--- src/rtl/lsu_pkg.sv ---
// Shared definitions for the load/store unit.
//   lsu_size_e  : request size encodings (byte/half/word/illegal)
//   lsu_state_e : FSM states of load_store_unit
//   LSU_OFFSET / LSU_DEPTH : default legal word-index window of Data_mem
package lsu_pkg;

    typedef enum logic [1:0] {
        SZ_B = 2'b00,
        SZ_H = 2'b01,
        SZ_W = 2'b10,
        SZ_X = 2'b11
    } lsu_size_e;

    typedef enum logic [2:0] {
        ST_IDLE,
        ST_ISSUE,
        ST_CAPTURE,
        ST_WRITE,
        ST_RESP
    } lsu_state_e;

    localparam int unsigned LSU_OFFSET = 256;
    localparam int unsigned LSU_DEPTH  = 1024;

endpackage

--- src/rtl/lsu_align.sv ---
// Combinational lane logic for the load/store unit (little-endian).
//   rdata    in  32  word read from memory
//   wdata    in  32  store data (LSBs used for sub-word stores)
//   size     in  2   lsu_size_e encoding
//   lane     in  2   byte address bits [1:0]
//   sign_ext in  1   1 = sign-extend loads, 0 = zero-extend
//   ext_data out 32  selected lane of rdata, extended to 32 bits
//   merged   out 32  rdata with the selected lane replaced by wdata
module lsu_align
    import lsu_pkg::*;
(
    input  logic [31:0] rdata,
    input  logic [31:0] wdata,
    input  logic [1:0]  size,
    input  logic [1:0]  lane,
    input  logic        sign_ext,
    output logic [31:0] ext_data,
    output logic [31:0] merged
);

    logic [7:0]  byte_v;
    logic [15:0] half_v;

    always_comb begin
        case (lane)
            2'd0:    byte_v = rdata[7:0];
            2'd1:    byte_v = rdata[15:8];
            2'd2:    byte_v = rdata[23:16];
            default: byte_v = rdata[31:24];
        endcase
        half_v = lane[1] ? rdata[31:16] : rdata[15:0];
    end

    always_comb begin
        ext_data = rdata;
        merged   = wdata;
        case (size)
            SZ_B: begin
                ext_data = {{24{sign_ext & byte_v[7]}}, byte_v};
                merged   = rdata;
                case (lane)
                    2'd0:    merged[7:0]   = wdata[7:0];
                    2'd1:    merged[15:8]  = wdata[7:0];
                    2'd2:    merged[23:16] = wdata[7:0];
                    default: merged[31:24] = wdata[7:0];
                endcase
            end
            SZ_H: begin
                ext_data = {{16{sign_ext & half_v[15]}}, half_v};
                merged   = rdata;
                if (lane[1]) merged[31:16] = wdata[15:0];
                else         merged[15:0]  = wdata[15:0];
            end
            default: begin
                ext_data = rdata;
                merged   = wdata;
            end
        endcase
    end

endmodule

--- src/rtl/load_store_unit.sv ---
// Load/store unit between the core memory stage and Data_mem.
// Converts byte-addressed LB/LH/LW/SB/SH/SW into word accesses; sub-word
// stores are read-modify-write. One request outstanding at a time.
//   clk, rst_n                 clock, async active-low reset
//   req_valid/req_ready        request handshake (ready only in IDLE)
//   req_we/size/signed/addr/wdata  request fields
//   rsp_valid/rsp_ready        response handshake (held until ready)
//   rsp_rdata/rsp_fault        extended load data / fault flag
//   mem_addr/wdata/we/re       Data_mem synchronous port (word index)
//   mem_rdata                  Data_mem read data, valid the cycle after mem_re
module load_store_unit
    import lsu_pkg::*;
#(
    parameter int unsigned OFFSET = LSU_OFFSET,
    parameter int unsigned DEPTH  = LSU_DEPTH
) (
    input  logic        clk,
    input  logic        rst_n,
    input  logic        req_valid,
    output logic        req_ready,
    input  logic        req_we,
    input  logic [1:0]  req_size,
    input  logic        req_signed,
    input  logic [31:0] req_addr,
    input  logic [31:0] req_wdata,
    output logic        rsp_valid,
    input  logic        rsp_ready,
    output logic [31:0] rsp_rdata,
    output logic        rsp_fault,
    output logic [31:0] mem_addr,
    output logic [31:0] mem_wdata,
    output logic        mem_we,
    output logic        mem_re,
    input  logic [31:0] mem_rdata
);

    lsu_state_e  state_q, state_d;

    logic        we_q;
    logic [1:0]  size_q;
    logic        sgn_q;
    logic [31:0] addr_q;
    logic [31:0] wdata_q;
    logic [31:0] merged_q;
    logic [31:0] rdata_q;
    logic        fault_q;

    logic [31:0] req_idx;
    logic        in_range;
    logic        misaligned;
    logic        req_fault;
    logic        accept;
    logic        word_store;
    logic [31:0] ext_data;
    logic [31:0] merged;

    // Fault decode on the live request; only used at the accept edge.
    always_comb begin
        req_idx    = {2'b00, req_addr[31:2]};
        in_range   = (req_idx >= OFFSET) && (req_idx <= OFFSET + DEPTH - 1);
        misaligned = ((req_size == SZ_H) && req_addr[0]) ||
                     ((req_size == SZ_W) && (req_addr[1:0] != 2'b00));
        req_fault  = (req_size == SZ_X) || misaligned || !in_range;
    end

    assign accept     = req_valid && (state_q == ST_IDLE);
    assign word_store = we_q && (size_q == SZ_W);

    lsu_align u_align (
        .rdata    (mem_rdata),
        .wdata    (wdata_q),
        .size     (size_q),
        .lane     (addr_q[1:0]),
        .sign_ext (sgn_q),
        .ext_data (ext_data),
        .merged   (merged)
    );

    always_ff @(posedge clk or negedge rst_n) begin
        if (!rst_n) state_q <= ST_IDLE;
        else        state_q <= state_d;
    end

    // mem_* depend only on state_q and latched fields, never on req_*.
    always_comb begin
        state_d   = state_q;
        req_ready = 1'b0;
        rsp_valid = 1'b0;
        mem_re    = 1'b0;
        mem_we    = 1'b0;
        mem_wdata = '0;
        case (state_q)
            ST_IDLE: begin
                req_ready = 1'b1;
                if (req_valid) state_d = req_fault ? ST_RESP : ST_ISSUE;
            end
            ST_ISSUE: begin
                if (word_store) begin
                    mem_we    = 1'b1;
                    mem_wdata = wdata_q;
                    state_d   = ST_RESP;
                end else begin
                    mem_re  = 1'b1;
                    state_d = ST_CAPTURE;
                end
            end
            ST_CAPTURE: state_d = we_q ? ST_WRITE : ST_RESP;
            ST_WRITE: begin
                mem_we    = 1'b1;
                mem_wdata = merged_q;
                state_d   = ST_RESP;
            end
            ST_RESP: begin
                rsp_valid = 1'b1;
                if (rsp_ready) state_d = ST_IDLE;
            end
            default: state_d = ST_IDLE;
        endcase
    end

    always_ff @(posedge clk or negedge rst_n) begin
        if (!rst_n) begin
            we_q     <= 1'b0;
            size_q   <= SZ_B;
            sgn_q    <= 1'b0;
            addr_q   <= '0;
            wdata_q  <= '0;
            merged_q <= '0;
            rdata_q  <= '0;
            fault_q  <= 1'b0;
        end else if (accept) begin
            we_q    <= req_we;
            size_q  <= req_size;
            sgn_q   <= req_signed;
            addr_q  <= req_addr;
            wdata_q <= req_wdata;
            fault_q <= req_fault;
            rdata_q <= '0;
        end else if (state_q == ST_CAPTURE) begin
            if (we_q) merged_q <= merged;
            else      rdata_q  <= ext_data;
        end
    end

    assign mem_addr  = {2'b00, addr_q[31:2]};
    assign rsp_rdata = rdata_q;
    assign rsp_fault = fault_q;

endmodule

--- config.mk ---
export PLATFORM = sky130hd
export DESIGN_NAME = load_store_unit
export DESIGN_NICKNAME = d
export VERILOG_FILES = /design/src/rtl/lsu_pkg.sv /design/src/rtl/lsu_align.sv /design/src/rtl/load_store_unit.sv
export SDC_FILE = /design/constraint.sdc
export NUM_CORES = 1
export LEC_CHECK = 0
export BUFFER_PORTS_ARGS = -buffer_cell sky130_fd_sc_hd__buf_2
export CAP_MARGIN = 10
export CORE_MARGIN = 2
export CORE_UTILIZATION = 55
export DETAILED_ROUTE_END_ITERATION = 16
export PLACE_DENSITY = 0.82
export SYNTH_ARGS = -nofsm -noshare
export SYNTH_HDL_FRONTEND = slang
export SYNTH_HIERARCHICAL = 1
export SYNTH_SLANG_ARGS = --single-unit
--- constraint.sdc ---
create_clock -name clk -period 3.45 [get_ports clk]
set_input_delay 0.8625 -clock clk [delete_from_list [all_inputs] [get_ports clk]]
set_output_delay 0.8625 -clock clk [all_outputs]
set_load 0.05 [all_outputs]
==> impl_results.md, run 1 <==
- Critical Path RT: 2.59 ns
- Via count of the routed design: 6617
- Mean post-synth cell area: 9.788 µm²
- Die footprint: 15010 µm²
- Peak supply drop: 0.0004539 V
- Clk buf depth: 2
- Cell Rows: 43
- CP Class: register to output port
- GPL Wtd Cong: 0.8489
- DRT Wirelength: 21.24 mm
- YS warnings: 6
- Power per cell area: 587.6 nW/µm²
- Register area share after synthesis: 44.07%
- Clk_skew: 0.007852 ns
- R2R setup slack: 1.25 ns
- Layout cell share with drive strength beyond 1: 30.12%
- Clk sink count: 136
- Min-Delay Path Class: input port to asynchronous set/reset pin
- Vias in the first global route: 5982
- Area Overhead vs Synth: 17.42%
- RSZ-0062 raised after global routing: false
- Slowest cell on the critical path: dfrtp_1
- H-tree depth: 4
- Post-synth EDFFs: 0
- Library cells used by synthesis: 52
- Hold violation count in the final report: 0
- Slew @ Worst Pin: 0.7703 ns
- Maxcap violations: 0
- Critical path, cell by cell: or3b_1 > nor2_2 > buf_4 > a22o_1 > buf_2
- Post-CTS Setup Bufs: 0
- Max-slew violations: 0
- Period minus WS final: 3.133 ns
- Num ports: 205
- Antenna Violating Nets Remaining: 0
- Final Worst Setup Slack: 0.3169 ns
- Multi-input gate area: 3684 µm²
- Clk Latency, worst-skew pair: 0.43 ns
- First DRT Iteration DRCs: 674
- CP startpoint kind: register
- Top-area cell type share of the netlist area: 44.07%
- Leak: 4.800 nW
- CP peak stage delay: 0.47 ns
- Post-CTS Hold Buffers: 0
- Initial Util: 56.07%
- FF/Latch Area: 3405 µm²
- Antenna violations before repair: 0
- Core footprint: 13770 µm²
- CP arrival: 2.27 ns
- Relative slew slack: 48.46%
- Setup tns final: 0 ns
- Worst setup EP type: output port
- CTS Root Cell: clkbuf_16
- DRC: 0
- Post-CTS sizing: 0
- First-pass GRT wire length: 32.27 mm
- Gr usage total: 28.41%
- Chip height: 122.5 µm
- GR Overflow Total: 0
- Post-Syn Area: 7722 µm²
- Die width: 122.5 µm
- Async SR Flop Fraction: 100.0%
- Count leader, synth: nand2_1
- Crit-path max FO: 33
- DRT Pass-1 Iters: 6
- Endpoints failing setup: 0
- Filler instances: 1145
- Input/output buffers: 202
- Top FF cell, synth: dfrtp_1
- Synth area leader: dfrtp_1
- Dominant cells by area after synthesis: dfrtp_1 44%, nand2_1 11%, a22o_1 7.3%
- Fin nets: 1034
- TritonCTS clock tree: yes
- Vias/cell: 5.892
- HPWL reported at the end of detailed placement: 15.01 mm
- Run status: finished, final reports clean
- Post-route clock period utilization: 90.81%
- Highest clock rate: 319.2 MHz
- TritonCTS Buffers: 17
- Pre-CTS WS: 0.7730 ns
- Synth top cells by count: 229 x nand2_1, 136 x dfrtp_1, 64 x a22o_1, 45 x buf_4
- Synthesis-stage register bit count: 136
- Wire per inst: 18.91 µm
- Syn Inst Count: 789
- Antenna diode count: 0
- Clock slew at reported path FFs: 0.06 ns
- Largest net degree at the start of global routing: 68
[registers in the layout, indices dropped and copies added (netlist names)]
name,cells
rsp_fault,1
size_q,2
state_q,3
wdata_q,32
sgn_q,1
merged_q,32
addr_q,32
rsp_rdata,32
we_q,1
[metal layers]
layer  GRT usage (%)  routed length [µm]  part of all wire, %
met1           39.81                8955                   42
met2           43.68                9914                   47
met3           5.809                1859                  8.8
met4           10.85                 505                  2.4
met5               0                   0                    0
[power by group]
group / internal, mW / switching [mW]
Sequential: 1.76 / 0.216
Combinational: 0.521 / 0.947
Clock: 1.19 / 0.696
Total: 3.47 / 1.86
[final cells by class]
| type | count | area share [%] |
|---|---|---|
| Multi-Input combinational cell | 557 | 40.62 |
| Sequential cell | 136 | 37.55 |
| Timing Repair Buffer | 215 | 12.43 |
| Clock buffer | 20 | 5.147 |
| Tap cell | 180 | 2.484 |
| Clock inverter | 12 | 1.642 |
| Inverter | 3 | 0.1242 |
[through the flow]
| step | area [µm²] | total power, mW | instances | hold WS [ns] | util, % |
|---|---|---|---|---|---|
| after detailed placement | 8452 | 3.447 | 1091 | 0.4574 | 61.36 |
| after global placement | 8452 | 3.418 | 1091 | 0.4531 | 61.36 |
| after CTS | 9067 | 5.331 | 1123 | 0.4084 | 65.83 |
| after global routing | 9067 | 5.549 | 1123 | 0.4346 | 65.83 |
| after floorplan | 7726 | 3.172 | 790 | 0.4466 | - |
| final | 9067 | 5.328 | 1123 | 0.4008 | 65.83 |
[layout by cell type (no fill, tap or decap), types with 17 or more instances in the layout]
cell,Yosys,routed
clkbuf_16,0,17
nor2b_1,34,34
o221ai_1,17,17
a22o_1,64,64
nand2_1,229,228
o22ai_1,23,23
buf_2,15,201
mux2i_1,34,34
dfrtp_1,136,135
mux2_1,28,28
[final timing paths]
path	from	endpoint	cells after the start
setup / recovery	state_q[2]$_DFFE_PN0P_	mem_wdata[11]	5
hold / removal	rst_n	wdata_q[22]$_DFFE_PN0P_	1
setup reg to reg	size_q[1]$_DFFE_PN0P_	merged_q[12]$_DFFE_PN0P_	5
hold reg to reg	addr_q[3]$_DFFE_PN0P_	addr_q[3]$_DFFE_PN0P_	2
max in group asynchronous	rst_n	addr_q[15]$_DFFE_PN0P_	2
min in group clk	addr_q[3]$_DFFE_PN0P_	addr_q[3]$_DFFE_PN0P_	2
[critical path, delay by kind of cell (launching register included)]
| kind | cells | cell delay [ns] |
|---|---|---|
| AND/OR/NAND/NOR | 2 | 0.55 |
| flip-flops | 1 | 0.47 |
| buffers and inverters | 2 | 0.61 |
| AO/OA/AOI/OAI | 1 | 0.20 |
[kinds of logic after synthesis]
kind of cell    count (synthesis)  share of synthesized area, %
simple gates                  323                         19.23
other cells                     1                       0.04856
flops                         136                         44.07
compound gates                149                         15.70
mux                            83                         12.62
buf+inv                        97                         8.328
No activity file was read; power rests on OpenSTA's default activity.
==> inputs of run 2 (changes only) <==
--- a/config.mk
+++ b/config.mk
@@ -8,9 +8,9 @@
 export BUFFER_PORTS_ARGS = -buffer_cell sky130_fd_sc_hd__buf_2
 export CAP_MARGIN = 10
 export CORE_MARGIN = 2
-export CORE_UTILIZATION = 55
+export CORE_UTILIZATION = 54
 export DETAILED_ROUTE_END_ITERATION = 16
-export PLACE_DENSITY = 0.82
+export PLACE_DENSITY = 0.81
 export SYNTH_ARGS = -nofsm -noshare
 export SYNTH_HDL_FRONTEND = slang
 export SYNTH_HIERARCHICAL = 1
==> constraint.sdc (replaced) <==
create_clock -name clk -period 3.25 [get_ports clk]
set_input_delay 0.325 -clock clk [delete_from_list [all_inputs] [get_ports clk]]
set_output_delay 0.325 -clock clk [all_outputs]
set_load 0.05 [all_outputs]
==> run 2 against run 1 <==
  * Sequential power increased by 6%
  * Total power is 8.1% higher
  * Critical path depth is the same
==> impl_results.md, run 2 (synthesis gave the netlist of run 1 again) <==
- Most frequent cells in the layout: 228 x nand2_1, 201 x buf_2, 135 x dfrtp_1
- DRT Pass-1 Iters: 5
- Worst reg2reg endpoint: rsp_rdata[17]$_DFFE_PN0P_
- Vias/cell: 5.873
- Via count of the routed design: 6590
- FF-to-FF path depth: 4
- Area Overhead vs Synth: 17.68%
- H-tree depth: 4
- Clk Latency, worst-skew pair: 0.43 ns
- Run status: finished, final reports clean
- TritonCTS Buffers: 17
- CTS Root Cell: clkbuf_16
- DRT Wirelength: 21.69 mm
- Worst setup path start: state_q[0]$_DFFE_PN0P_
- Num ports: 205
- Min-Delay Path Class: input port to asynchronous set/reset pin
- Clk_skew: 0.007951 ns
- Crit path max-delay family: buffers and inverters
- Die width: 123.6 µm
- DP Area: 8444 µm²
- Worst r2r src: addr_q[1]$_DFFE_PN0P_
- Antenna diode count: 0
- Max-slew violations: 0
- Commonest non-fill, non-tap cell in the layout: nand2_1
- CP peak stage delay: 0.50 ns
- Buf+Inv Stages, Crit Path: 2
- Antenna violations before repair: 0
- Highest clock rate: 377.5 MHz
- Antenna Violating Nets Remaining: 0
- Gr usage total: 29.21%
- Wire per inst: 19.33 µm
- GPL Wtd Cong: 0.9059
- Cell Rows: 43
- Input/output buffers: 202
- RSZ-0062 raised after global routing: false
- First-pass GRT wire length: 33.71 mm
- Slew @ Worst Pin: 0.9418 ns
- CP startpoint kind: register
- Post-route clock period utilization: 81.51%
- Setup tns final: 0 ns
- Chip height: 123.6 µm
- Clk buf depth: 2
- DRC: 0
- Filler instances: 1140
- Post-CTS Setup Bufs: 0
- Fin nets: 1033
- Clk sink count: 136
- Slowest cell on the critical path: dfrtp_1
- Initial Util: 55.42%
- Post-CTS Hold Buffers: 0
- First DRT Iteration DRCs: 769
- Core footprint: 13930 µm²
- Vias in the first global route: 6210
- Pre-CTS WS: 1.003 ns
- CP Capture Point: mem_wdata[11]
- Worst setup EP type: output port
- Post-CTS sizing: 0
- Maxcap violations: 0
- TritonCTS clock tree: yes
- GR Overflow Total: 0
- Crit-path max FO: 33
- Die footprint: 15270 µm²
- CP arrival: 2.32 ns
- Period minus WS final: 2.649 ns
- Largest net degree at the start of global routing: 103
- HPWL reported at the end of detailed placement: 15.05 mm
- Design Area, Final: 9087 µm²
- Clock slew at reported path FFs: 0.06 ns
- Overall power: 5.761 mW
- Power per cell area: 634.0 nW/µm²
- Critical path depth in cells: 5
- Relative slew slack: 37.21%
- Critical Path RT: 2.92 ns
- Hold violation count in the final report: 0
- Critical path, cell by cell: or3b_1 > nor2_2 > buf_4 > a22o_1 > buf_2
- Layout cell share with drive strength beyond 1: 30.04%
- Final Worst Setup Slack: 0.6011 ns
- CP Class: register to output port
- Peak supply drop: 0.0004570 V
- Endpoints failing setup: 0
- R2R setup slack: 0.98 ns
- Leak: 4.816 nW
==> run 2: changes by cell type in the layout (fill, tap and decap cells not counted), sizes merged <==
cell | before | now
buf | 215 | 214
bufinv | 3 | 4
clkbuf | 20 | 19
clkinv | 5 | 4
clkinvlp | 4 | 1
inv | 3 | 7
==> run 2: worst min-delay path by stage <==
| stage | start | endpoint | slack [ns] | cells after the start |
|---|---|---|---|---|
| final | rst_n | merged_q[25]$_DFFE_PN0P_ | 0.02 | 1 |
| after global routing | req_wdata[9] | wdata_q[9]$_DFFE_PN0P_ | 0.08 | 3 |
| after CTS | rst_n | wdata_q[27]$_DFFE_PN0P_ | 0.06 | 1 |
| after detailed placement | addr_q[20]$_DFFE_PN0P_ | addr_q[20]$_DFFE_PN0P_ | 0.46 | 2 |
| after global placement | addr_q[15]$_DFFE_PN0P_ | addr_q[15]$_DFFE_PN0P_ | 0.45 | 2 |
| after floorplan | rst_n | addr_q[0]$_DFFE_PN0P_ | 0.03 | 0 |
==> run 2: final cells by class <==
type                       instances  area (µm²)  area share (%)
tap                              180       225.2           2.478
timing repair buffer             214        1120           12.32
clock buffer                      19       452.9           4.984
inverter                           3       11.26          0.1239
multi-input combinational        557        3684           40.53
clock inverter                    13       190.2           2.093
sequential                       136        3405           37.46
==> run 2: worst register-to-register path: stages (launching register included) <==
cell,delay [ns]
dfrtp_2,0.87
nand2_4,0.27
o211ai_4,0.60
o22ai_1,0.20
a22o_1,0.23
==> run 2: metrics by stage <==
step | util [%] | hold WS, ns | std cells
after detailed placement | 60.60 | 0.4570 | 1090
after CTS | 65.22 | 0.06018 | 1122
after floorplan | - | 0.02941 | 790
after global routing | 65.22 | 0.07793 | 1122
after global placement | 60.60 | 0.4531 | 1090
final | 65.22 | 0.02127 | 1122
==> run 2: power breakdown <==
| group | internal (mW) | total, mW | switching [mW] |
|---|---|---|---|
| Combinational | 0.553 | 1.55 | 0.999 |
| Clock | 1.33 | 2.10 | 0.771 |
| Sequential | 1.87 | 2.10 | 0.238 |
| Total | 3.75 | 5.76 | 2.01 |
==> run 2: layer usage <==
| layer | GRT usage, % | vias to the layer above | routed length [µm] |
|---|---|---|---|
| met5 | 0 | - | 0 |
| met4 | 11.36 | 0 | 597 |
| met3 | 7.372 | 56 | 1922 |
| met2 | 43.78 | 322 | 10070 |
| met1 | 40.85 | 3177 | 9099 |
| li1 | - | 3035 | - |
==> inputs of run 3 (changes only) <==
--- a/config.mk
+++ b/config.mk
@@ -5,12 +5,13 @@
 export SDC_FILE = /design/constraint.sdc
 export NUM_CORES = 1
 export LEC_CHECK = 0
+export ABC_AREA = 1
 export BUFFER_PORTS_ARGS = -buffer_cell sky130_fd_sc_hd__buf_2
 export CAP_MARGIN = 10
 export CORE_MARGIN = 2
 export CORE_UTILIZATION = 54
 export DETAILED_ROUTE_END_ITERATION = 16
-export PLACE_DENSITY = 0.81
+export PLACE_DENSITY = 0.8
 export SYNTH_ARGS = -nofsm -noshare
 export SYNTH_HDL_FRONTEND = slang
 export SYNTH_HIERARCHICAL = 1
==> constraint.sdc (replaced) <==
create_clock -name clk -period 2.7 [get_ports clk]
set_input_delay 0.27 -clock clk [delete_from_list [all_inputs] [get_ports clk]]
set_output_delay 0.27 -clock clk [all_outputs]
set_load 0.05 [all_outputs]
==> run 3 against run 2 <==
  * Non-clock buffer count rose by 4
  * Synthesized area rose by 0.87%
  * Hold slack improved by 0.0077 ns
  * Final area rose by 0.92%
  * Clock-buffer cell count fell by 2
  * Critical path type unchanged
  * Critical endpoint is now mem_wdata[12]
  * Largest cell class unchanged
  * Largest power group is now combinational logic
==> impl_results.md, run 3 <==
- Run status: finished, final reports clean
- Count leader, synth: nand2_1
- Vias in the first global route: 6692
- Setup tns final: 0 ns
- Via count of the routed design: 7301
- Clk_skew: 0.007696 ns
- Antenna violations before repair: 0
- Layout cell share with drive strength beyond 1: 28.86%
- YS warnings: 6
- Maxcap violations: 0
- TritonCTS clock tree: yes
- TritonCTS Buffers: 17
- Input/output buffers: 202
- Synth area leader: dfrtp_1
- Dominant cells by area after synthesis: dfrtp_1 44%, nand2_1 18%, nand3_1 5.2%
- Highest clock rate: 390.6 MHz
- Num ports: 205
- Clock slew at reported path FFs: 0.06 ns
- Wire per inst: 16.58 µm
- DRT Pass-1 Iters: 5
- Async SR Flop Fraction: 100.0%
- Hold violation count in the final report: 0
- Period minus WS final: 2.560 ns
- CP arrival: 2.29 ns
- Core footprint: 13990 µm²
- Slew @ Worst Pin: 0.7419 ns
- Die width: 124.1 µm
- Largest net degree at the start of global routing: 61
- Post-synth EDFFs: 0
- Min-Delay Path Class: input port to register
- Mean post-synth cell area: 7.901 µm²
- Antenna diode count: 0
- Power per cell area: 1103 nW/µm²
- Slowest cell on the critical path: nor2_4
- Filler instances: 1257
- Area Overhead vs Synth: 17.73%
- CP peak stage delay: 0.50 ns
- Initial Util: 55.69%
- DP Cell Count: 1294
- Gr usage total: 29.49%
- Multi-input gate area: 3626 µm²
- Top-area cell type share of the netlist area: 43.69%
- Final Worst Setup Slack: 0.1400 ns
- Final std cells w/o fill: 1327
- Post-Syn Area: 7790 µm²
- Clk buf depth: 2
- Commonest non-fill, non-tap cell in the layout: nand2_1
- CP startpoint kind: register
- RSZ-0062 raised after global routing: false
- Top FF cell, synth: dfrtp_1
- Leak: 5.073 nW
- Worst setup EP type: output port
- Endpoints failing setup: 0
- Chip height: 124.1 µm
- DRT Wirelength: 22.00 mm
- HPWL reported at the end of detailed placement: 15.69 mm
- First DRT Iteration DRCs: 735
- First-pass GRT wire length: 34.69 mm
- Syn Inst Count: 986
- H-tree depth: 4
- GPL Wtd Cong: 0.9382
- Relative slew slack: 50.54%
- Critical Path RT: 2.43 ns
- Vias/cell: 5.502
- Crit-path max FO: 21
- Max-slew violations: 0
- Critical path, cell by cell: inv_2 > nand3_1 > nor2_4 > buf_4 > a22o_1 > buf_2
- Clk sink count: 136
- Register area share after synthesis: 43.69%
- Synth top cells by count: 383 x nand2_1, 136 x dfrtp_1, 81 x nand3_1, 44 x nor2_1, 42 x buf_4
- Peak supply drop: 0.0006288 V
- Library cells used by synthesis: 32
- CP Class: register to output port
- Post-route clock period utilization: 94.82%
- DRC: 0
- Fin nets: 1238
- Cell Rows: 43
- Antenna Violating Nets Remaining: 0
- Pre-CTS WS: 0.6256 ns
- Die footprint: 15400 µm²
- Most frequent cells in the layout: 383 x nand2_1, 201 x buf_2, 136 x dfrtp_1
- FF/Latch Area: 3403 µm²
- Synthesis-stage register bit count: 136
- Clk Latency, worst-skew pair: 0.43 ns
- CTS Root Cell: clkbuf_16
- GR Overflow Total: 0
run 3: layout make-up:
cell class              count  share of cell area, %
multi-input cells         716                  39.54
flip-flops and latches    136                  37.11
repair buffers            218                  12.70
clock buffers              17                  4.638
well taps                 180                  2.456
inverters                  45                  1.869
clock inverters            15                  1.692
run 3: critical path, delay by kind of cell (launching register included):
kind / cells / cell delay, ns
AO/OA/AOI/OAI: 1 / 0.14
buffers and inverters: 3 / 0.63
flip-flops: 1 / 0.45
AND/OR/NAND/NOR: 2 / 0.65
run 3: metal layers:
layer / global-route usage (%) / wire length [µm] / vias to the layer above
li1: - / - / 3479
met1: 41.93 / 9541 / 3421
met2: 45.32 / 10020 / 348
met3: 5.082 / 1893 / 53
met4: 10.96 / 546 / 0
met5: 0 / 0 / -
run 3: kinds of logic after synthesis:
group | count (synthesis) | synth area share, %
flops | 136 | 43.69
simple gates | 557 | 31.50
compound gates | 125 | 10.18
other cells | 1 | 0.04814
buf+inv | 135 | 9.958
mux | 32 | 4.626
run 3: path summary, 6_finish.rpt:
path / from / to / slack (ns) / cells past startpoint
max: state_q[2]$_DFFE_PN0P_ / mem_wdata[12] / 0.14 / 6
min: req_addr[4] / addr_q[4]$_DFFE_PN0P_ / 0.03 / 3
max reg2reg: addr_q[1]$_DFFE_PN0P_ / rsp_rdata[18]$_DFFE_PN0P_ / 0.54 / 7
min reg2reg: addr_q[16]$_DFFE_PN0P_ / addr_q[16]$_DFFE_PN0P_ / 0.47 / 2
max in group asynchronous: rst_n / addr_q[29]$_DFFE_PN0P_ / 1.64 / 3
min in group asynchronous: rst_n / rsp_rdata[12]$_DFFE_PN0P_ / 0.36 / 2
run 3: power breakdown:
part	switching, mW	total [mW]	leakage (nW)	internal, mW
registers	0.716	3.37	1.66	2.65
clock network	0.937	2.30	0.279	1.36
logic	3.15	4.45	3.13	1.30
total	4.80	10.1	5.07	5.31
run 3: per-stage QoR:
stage                     hold WS, ns  utilization [%]  area [µm²]  total power [mW]
after floorplan              -0.02559                -        7794             7.041
after global placement         0.2579            61.34        8581             7.682
after detailed placement       0.2563            61.34        8581             7.764
after CTS                     0.02324            65.56        9171             10.07
after global routing          0.03096            65.56        9171             10.73
final                         0.02899            65.56        9171             10.11
run 3: timing repair:
action,4_1_cts,5_1_grt
resized for setup,0,0
setup buffers,0,0
endpoints found under the hold margin,52,0
hold buffers,1,0
